`src/rtl/acc_stream_router.sv`:
```
// Routes a DMA input stream to one of N_CH accelerators and gathers that channel's results in a FIFO.
// Optional per-channel fed-word statistics are enabled by defining ACC_STREAM_ROUTER_STATS_EN.

module acc_stream_router #(
  parameter int  DATA_WIDTH = 32,
  parameter int  N_CH       = 4,
  parameter int  DEPTH      = 4,
  parameter int  LEN_W      = 16,
  localparam int SEL_W      = $clog2(N_CH)
) (
  input  logic                       wb_clk_i,
  input  logic                       wb_rst_ni,
  input  logic                       cfg_start_i,
  input  logic [SEL_W-1:0]           cfg_sel_i,
  input  logic [LEN_W-1:0]           cfg_len_i,
  input  logic [LEN_W-1:0]           cfg_res_len_i,
  output logic                       busy_o,
  output logic                       done_o,
  output logic                       err_o,
  input  logic                       in_valid_i,
  input  logic [DATA_WIDTH-1:0]      in_data_i,
  output logic                       in_ready_o,
  output logic [N_CH-1:0]            acc_valid_o,
  output logic [DATA_WIDTH-1:0]      acc_data_o,
  input  logic [N_CH-1:0]            acc_ready_i,
  input  logic [N_CH-1:0]            acc_res_valid_i,
  input  logic [N_CH*DATA_WIDTH-1:0] acc_res_data_i,
  output logic                       out_valid_o,
  output logic [DATA_WIDTH-1:0]      out_data_o,
`ifdef ACC_STREAM_ROUTER_STATS_EN
  output logic [N_CH*32-1:0]         stat_words_o,
`endif
  input  logic                       out_ready_i
);

  localparam int PTR_W = $clog2(DEPTH);
  localparam int NSEL  = 1 << SEL_W;
  // One bit per encodable select value; set where the value names a real channel.
  localparam logic [NSEL-1:0] SEL_OK = NSEL'((1 << N_CH) - 1);

  typedef enum logic [1:0] {IDLE, FEED, DRAIN, DONE} state_e;

  state_e                state_q, state_d;
  logic [SEL_W-1:0]      sel_q;
  logic [LEN_W-1:0]      len_q, res_len_q, feed_cnt_q, res_cnt_q;
  logic                  err_q;
  logic [DATA_WIDTH-1:0] mem [DEPTH];
  logic [PTR_W:0]        wr_ptr_q, rd_ptr_q, fill, fill_nxt;

  logic active, start_ok, start_bad, feed_xfer, last_feed;
  logic fifo_empty, fifo_full, pop, res_req, push, drop, drain_done;

  assign active     = (state_q == FEED) || (state_q == DRAIN);
  assign start_ok   = (state_q == IDLE) && cfg_start_i && SEL_OK[cfg_sel_i];
  assign start_bad  = (state_q == IDLE) && cfg_start_i && !SEL_OK[cfg_sel_i];
  assign feed_xfer  = (state_q == FEED) && in_valid_i && acc_ready_i[sel_q];
  assign last_feed  = feed_xfer && (feed_cnt_q == len_q - LEN_W'(1));

  assign fill       = wr_ptr_q - rd_ptr_q;
  assign fifo_empty = (fill == '0);
  assign fifo_full  = (fill == (PTR_W+1)'(DEPTH));
  assign pop        = !fifo_empty && out_ready_i;
  assign res_req    = active && acc_res_valid_i[sel_q] && (res_cnt_q < res_len_q);
  // A full FIFO still accepts when the head leaves in the same cycle.
  assign push       = res_req && (!fifo_full || pop);
  assign drop       = res_req && fifo_full && !pop;
  assign fill_nxt   = fill + (PTR_W+1)'(push) - (PTR_W+1)'(pop);
  // Judge completion on post-update values so DONE follows the final pop directly.
  assign drain_done = ((res_cnt_q + LEN_W'(res_req)) == res_len_q) && (fill_nxt == '0);

  always_ff @(posedge wb_clk_i or negedge wb_rst_ni) begin
    if (!wb_rst_ni) state_q <= IDLE;
    else            state_q <= state_d;
  end

  always_comb begin
    // NOTE: every output gets a default first so no path through the case infers a latch.
    state_d     = state_q;
    in_ready_o  = 1'b0;
    acc_valid_o = '0;
    acc_data_o  = '0;
    case (state_q)
      IDLE: begin
        if (start_ok) begin
          if (cfg_len_i != '0)          state_d = FEED;
          else if (cfg_res_len_i != '0) state_d = DRAIN;
          else                          state_d = DONE;
        end
      end
      FEED: begin
        acc_data_o         = in_data_i;
        acc_valid_o[sel_q] = in_valid_i;
        in_ready_o         = acc_ready_i[sel_q];
        if (last_feed) state_d = DRAIN;
      end
      DRAIN:   if (drain_done) state_d = DONE;
      DONE:    state_d = IDLE;
      default: state_d = IDLE;
    endcase
  end

  assign busy_o      = active;
  assign done_o      = (state_q == DONE);
  assign err_o       = err_q;
  assign out_valid_o = !fifo_empty;
  assign out_data_o  = fifo_empty ? '0 : mem[rd_ptr_q[PTR_W-1:0]];

  always_ff @(posedge wb_clk_i or negedge wb_rst_ni) begin
    if (!wb_rst_ni) begin
      sel_q      <= '0;
      len_q      <= '0;
      res_len_q  <= '0;
      feed_cnt_q <= '0;
      res_cnt_q  <= '0;
      err_q      <= 1'b0;
      wr_ptr_q   <= '0;
      rd_ptr_q   <= '0;
    end else begin
      if (start_ok) begin
        sel_q      <= cfg_sel_i;
        len_q      <= cfg_len_i;
        res_len_q  <= cfg_res_len_i;
        feed_cnt_q <= '0;
        res_cnt_q  <= '0;
      end else begin
        if (feed_xfer) feed_cnt_q <= feed_cnt_q + LEN_W'(1);
        if (res_req)   res_cnt_q  <= res_cnt_q + LEN_W'(1);
      end
      if (start_ok)                err_q <= 1'b0;
      else if (start_bad || drop)  err_q <= 1'b1;
      if (push) wr_ptr_q <= wr_ptr_q + (PTR_W+1)'(1);
      if (pop)  rd_ptr_q <= rd_ptr_q + (PTR_W+1)'(1);
    end
  end

  // NOTE: storage is not reset; emptiness comes from the pointers and the head is masked when empty.
  always_ff @(posedge wb_clk_i) begin
    if (push) mem[wr_ptr_q[PTR_W-1:0]] <= acc_res_data_i[sel_q*DATA_WIDTH +: DATA_WIDTH];
  end

`ifdef ACC_STREAM_ROUTER_STATS_EN
  logic [31:0] stat_q [N_CH];

  always_ff @(posedge wb_clk_i or negedge wb_rst_ni) begin
    if (!wb_rst_ni) begin
      for (int k = 0; k < N_CH; k++) stat_q[k] <= '0;
    end else if (feed_xfer && (stat_q[sel_q] != '1)) begin
      stat_q[sel_q] <= stat_q[sel_q] + 32'd1;
    end
  end

  for (genvar k = 0; k < N_CH; k++) begin : g_stat
    assign stat_words_o[k*32 +: 32] = stat_q[k];
  end
`endif

endmodule

```
`config.mk`:
```
export PLATFORM = sky130hd
export DESIGN_NAME = acc_stream_router
export DESIGN_NICKNAME = d
export VERILOG_FILES = /design/src/rtl/acc_stream_router.sv
export SDC_FILE = /design/constraint.sdc
export NUM_CORES = 1
export LEC_CHECK = 0
export CORE_UTILIZATION = 37
export CTS_BUF_LIST = sky130_fd_sc_hd__clkbuf_4
export DETAILED_ROUTE_END_ITERATION = 12
export PLACE_DENSITY = 0.66
export SLEW_MARGIN = 0
export SYNTH_ARGS = -nofsm -noshare
export SYNTH_HDL_FRONTEND = slang
export SYNTH_SLANG_ARGS = --single-unit
```
`constraint.sdc`:
```
create_clock -name wb_clk_i -period 4.45 [get_ports wb_clk_i]
set_input_delay 0.445 -clock wb_clk_i [delete_from_list [all_inputs] [get_ports wb_clk_i]]
set_output_delay 0.445 -clock wb_clk_i [all_outputs]
set_load 0.005 [all_outputs]
```
* Word level (Yosys, flattened, before mapping) *
Memory sizes are Yosys's and may differ from the RTL's.
Cells that the tools add are included.

cells by class
  $lt $le $gt $ge = 4
  mux-type cells = 26
  reduce and logical (&&, ||, !) cells = 30
  bitwise logic cells = 1
  shifts and indexed selects = 1
  equality and inequality tests = 9
  $add $sub $neg = 9

operator list
  kind                   count
  $shiftx 128x8->32      1
  $mux 16                4
  $mux 32                2
  $add 16x1->16 const B  2
  $eq 16x16->1           2
  $reduce_bool 16->1     2
  $add 16x1->16          1
  $lt 16x16->1           1
  $sub 16x1->16 const B  1
  $logic_and 1x1->1      14
  $mux 1                 10
  $mux 2                 4
  $pmux 2 s4             1
  $add 3x1->3 const B    2
  $bmux 1 s2             3
  $logic_not 3->1        2
  $lt 2x3->1 const B     2
  $ne 2x2->1 const B     3
  $reduce_bool 2->1      3
  $and 4x4->4            1
  $eq 2x2->1 const B     2
  $logic_not 1->1        4
  $mux 4                 1
  $add 3x1->3            1
  other kinds (9)        11

storage, ports and cells
  flip-flop bits (word level) = 75
  input port bits = 207
  RAM bits = 128
  output and inout port bits = 73
  memories kept = 1
  word-level logic and storage cells = 90

memories
  name  depth  bits a word  rd ports  clocked after Yosys merged registers in  wr ports  RTL line  RTL
  mem   4      32           1         0                                        1         47        logic [DATA_WIDTH-1:0] mem [DEPTH];

* Depth between registers and ports, before layout *
  word-level depth = 12
  mapped depth = 23
  depth with buffers taken out = 23

* Least setup slack after synthesis *
No wires, ideal clock.

  kind = register to register
  from = register rd_ptr_q[1]
  to = register state_q[0]
  buffers on the path = 2
  clock period less this slack = 4421 ps
  arrival = 4295 ps
  slack = 29 ps
  cell stages (with the launch flop) = 21
  cells stage by stage = dfrtp_1 clkbuf_1 clkbuf_1 inv_1 fa_1 nand2b_1 or3_1 and2_1 inv_1 ha_1 inv_1 ha_1 inv_1 fa_1 xor2_1 xnor2_1 a2111oi_0 nand4_1 o31ai_1 nand2_1 mux2i_1

on the way
  longest elaborated chain between the ends = 12
  elaborated cells on any way between the ends = 14
  those cells by class = 3 x add/sub; 2 x eq/ne; 9 x reduce/logical

RTL lines
  element                         RTL line  RTL
  from (decl)                     48        logic [PTR_W:0] wr_ptr_q, rd_ptr_q, fill, fill_nxt;
  from (signal assigned)          132       if (pop) rd_ptr_q <= rd_ptr_q + (PTR_W+1)'(1);
  $sub 3x3->3 (*)                 59        assign fill = wr_ptr_q - rd_ptr_q;
  $logic_not 3->1                 60        assign fifo_empty = (fill == '0);
  $logic_not 1->1                 62        assign pop = !fifo_empty && out_ready_i;
  $logic_and 1x1->1               62
  $logic_or 1x1->1                65        assign push = res_req && (!fifo_full || pop);
  $logic_and 1x1->1               65
  $add 3x1->3                     67        assign fill_nxt = fill + (PTR_W+1)'(push) - (PTR_W+1)'(pop);
  $sub 3x1->3 (*)                 67
  $logic_not 3->1 (*)             69        assign drain_done = ((res_cnt_q + LEN_W'(res_req)) == res_len_q) && (fill_nxt == '0);
  $logic_and 1x1->1 (*)           69
  $ne 2x2->1 (no line) (*)        n/a
  $reduce_and 3->1 (no line) (*)  n/a
  to (signal assigned)            73        else state_q <= state_d;
  to (decl)                       43        state_e state_q, state_d;

Every way passes the cells marked *; elsewhere a longest branch is shown, timed or not.
A chain may end at the register's enable or synchronous reset.

* Worst setup path after layout *
  from = register res_len_q[1]
  to = register state_q[1]

on the way
  longest elaborated chain between the ends = 9
  elaborated cells on any way between the ends = 11
  those cells by class = 3 x add/sub; 1 x order compare; 2 x eq/ne; 5 x reduce/logical

RTL lines
  element                                               RTL line  RTL
  from (decl)                                           45        logic [LEN_W-1:0] len_q, res_len_q, feed_cnt_q, res_cnt_q;
  from (signal assigned)                                122       res_len_q <= cfg_res_len_i;
  branches (longest 6 deep; another with $lt 16x16->1)  n/a
  $logic_and 1x1->1 (*)                                 69
  $ne 2x2->1 (no line) (*)                              n/a
  $reduce_and 3->1 (no line) (*)                        n/a

Mark *: on every way between the ends.

==> metrics.txt <==
vias in the first global route 8,646; ranking of synthesized cells by area edfxtp_1 35%, dfrtp_1 17%, mux4_2 14%; Final Net Count around 1,400; internal cell power 6.033 mW; crit-path cells inv_1 -> ha_1 -> a21o_1 -> a21o_1 -> a21oi_1 -> o21ai_0 -> a21oi_2 -> buf_6 -> ha_1 -> ha_1 -> nand4_1 -> nor2_2 -> a41o_1 -> o22ai_1 -> mux2_2 -> o31ai_2 -> nand2_1 -> mux2i_1; max-cap violations 0; CP max-delay cell dfrtp_1; Post-Syn Area per Cell 12.41 um2; Iter 0 DRT Violations 426; CP arrival 4680 ps; Yosys top cell by area edfxtp_1; met3 Use GR 4.943%; multi-input logic area around 0.0049 mm2; CP Capture Type register; ys flop type edfxtp_1; met2 usage 32.80%; Syn Nets 1,124; most common cell after layout, fill and taps aside clkdlybuf4s50_1; fin. max-slew vios 0; Worst Max-Slew Pin Slew approximately 1100 ps; async set-reset flop share out of synthesis 36.95%; Distinct cells, synth 62; most frequent cells in the layout 278 x clkdlybuf4s50_1, 128 x edfxtp_1, 96 x nand2_1; die span in x between 150 and 200 um; Hold Crit Depth 3; synth warn 0; WP data required 4960 ps; Seq cells post-synth 203; slowest stage delay, CP between 300 and 400 ps; die footprint slightly above 0.03 mm2; share of the synthesized area in the top cell type 35.07%; r2r worst-path depth 18; routed len/inst 17.66 um; worst hold path class input port to register; CTS root buf clkbuf_4; Num CTS Buffers 52; placer's final routability congestion estimate 0.8367; Post-Synthesis Cell Area roughly 0.011 mm2; part of the power in combinational logic 51.1%; met1 usage 23.09%; r2r endpoint state_q[1]; final setup TNS 0 ps; Post-synth EDFFs 128; largest net degree at the start of global routing 76; clock sink count between 200 and 250; Leak 5.639 nW; CTS H-tree lvls 2; post-synthesis sequential area ratio between 50 and 60%; worst slack, placed -55.97 ps; startpoint types register; IO Count 280; Synth Instances 883; grt ovf 0; hold_sp cfg_res_len_i[0]; Worst Skew 29.79 ps; Worst Hold Path EP res_len_q[0]; CP dominant cell by count ha_1; max frequency 0.2398 GHz; via count 8,259; Sw Ratio roughly 36%; total wire length 28,470 um; first-pass GRT wire length 45,390 um; Layout area overhead 36.06%; register area 0.005724 mm2; row cnt 62; minimum clock period between 4000 and 5000 ps; Layout Utilization 51.54%; final cycle utilization of the critical path 93.71%; Fill cells 2,598; clock power share 16.6%; worst vdd ir 368.7 uV; FF-to-FF setup slack ~280 ps; most used routing layer met2; Avg Vias per Cell 5.123; share of cells above drive strength 1 16.54%; power per cell area 627.2 mW/mm2; ANT nets after route 0; CTS tree built; drt first pass iters 7; gr usage total 19.02%; Clock transition at path regs 60 ps; outcome completed; initial antenna violation count 1; Final setup viols 0; CTS Buffer Depth 3; final hold violation count 0; Die H 174.1 um; area of the core 0.02894 mm2; reg2reg start res_len_q[1]; CP Max Fanout 27; slew margin rel. 24.53%; setup repair bufs after CTS 0; Final WS setup ~280 ps; register share of total power between 30% and 40%; input/output buffers 279; switching pwr 3.320 mW; Initial Utilization approximately 38%; Final HPWL DP slightly above 20,000 um; Crit Path Class register to register; Remaining DRCs 0; Clock Latency Late Sink 640 ps
[worst max-delay path by stage]
stage,start,endpoint,slack (ps)
after floorplan,rd_ptr_q[1],state_q[0],30
after global placement,acc_res_valid_i[2],state_q[1],90
after detailed placement,acc_res_valid_i[2],state_q[1],-60
after CTS,wr_ptr_q[0],state_q[1],10
after global routing,res_len_q[9],state_q[1],-20
final,res_len_q[1],state_q[1],280
[repair_timing]
item	CTS	global route
endpoints found under the hold margin	75	0
setup endpoints to repair	0	2
hold buffers	1	0
gates resized for setup	0	11
[flip-flops by register name, summed over array words and instances (netlist names)]
register / flops
err_o: 1
feed_cnt_q: 16
len_q: 16
mem: 128
rd_ptr_q: 3
res_cnt_q: 16
res_len_q: 16
sel_q: 2
state_q: 2
wr_ptr_q: 3
[critical path: cells and delay by family, from the launching register on]
kind | cells | cell delay [ps]
mux | 2 | 420
simple gates | 3 | 610
fa+ha+maj | 3 | 820
flops | 1 | 360
compound gates | 8 | 1500
buf+inv | 2 | 320
[power groups by stage]
stage / logic (mW) / clock network, mW / registers (mW)
3_3_place_gp: 4.75 / 0 / 3.03
2_1_floorplan: 2.83 / 0 / 2.94
3_5_place_dp: 4.79 / 0 / 3.06
6_report: 4.78 / 1.56 / 3.01
5_1_grt: 5.29 / 1.71 / 3.07
4_1_cts: 4.82 / 1.62 / 3.02
[per-stage QoR]
step / total power, mW / hold slack (ps) / std cells / cell area (um2)
floorplan: 5.772 / 149.4 / 883 / 10960
global route: 10.07 / 337.3 / 1612 / 14910
CTS: 9.460 / 316.1 / 1611 / 14880
detailed placement: 7.850 / 485.2 / 1516 / 14200
global placement: 7.780 / 479.6 / 1516 / 14200
finish: 9.353 / 377.0 / 1612 / 14910
[cell families after synthesis]
family                   share of synthesized area [%]
flip-flops                                       52.19
AND/OR/NAND/NOR                                  15.03
XOR/XNOR                                         5.354
AO/OA/AOI/OAI                                    5.537
buffers and inverters                            3.356
adder cells (fa/ha/maj)                          4.018
multiplexers                                     14.51
[cell usage after synthesis (all sizes together) (7+ instances only)]
library cell / number
edfxtp: 128
nand2: 96
dfrtp: 75
and2: 68
mux4: 66
nor2: 50
xnor2: 42
inv: 38
clkbuf: 35
ha: 32
o21ai: 31
xor2: 25
nand4: 22
buf: 19
nand3: 17
nor3: 17
a21oi: 15
nor4: 14
a21o: 8
and3: 8
mux2i: 7
[area by class of cell]
class / count / area share, %
diodes: 1 / 0.01678
well taps: 384 / 3.222
repair buffers: 304 / 20.01
flip-flops and latches: 203 / 38.38
multi-input cells: 588 / 32.96
clock buffers: 81 / 4.078
clock inverters: 13 / 0.3775
inverters: 38 / 0.9565
[routing by layer]
metal	vias to the layer above	part of all wire [%]	routed length, um
met4	0	2.4	687
met2	341	49	13810
met5	-	0	0
li1	3890	-	-
met1	3975	41	11790
met3	53	7.7	2180
No activity file was read; power rests on OpenSTA's default activity.
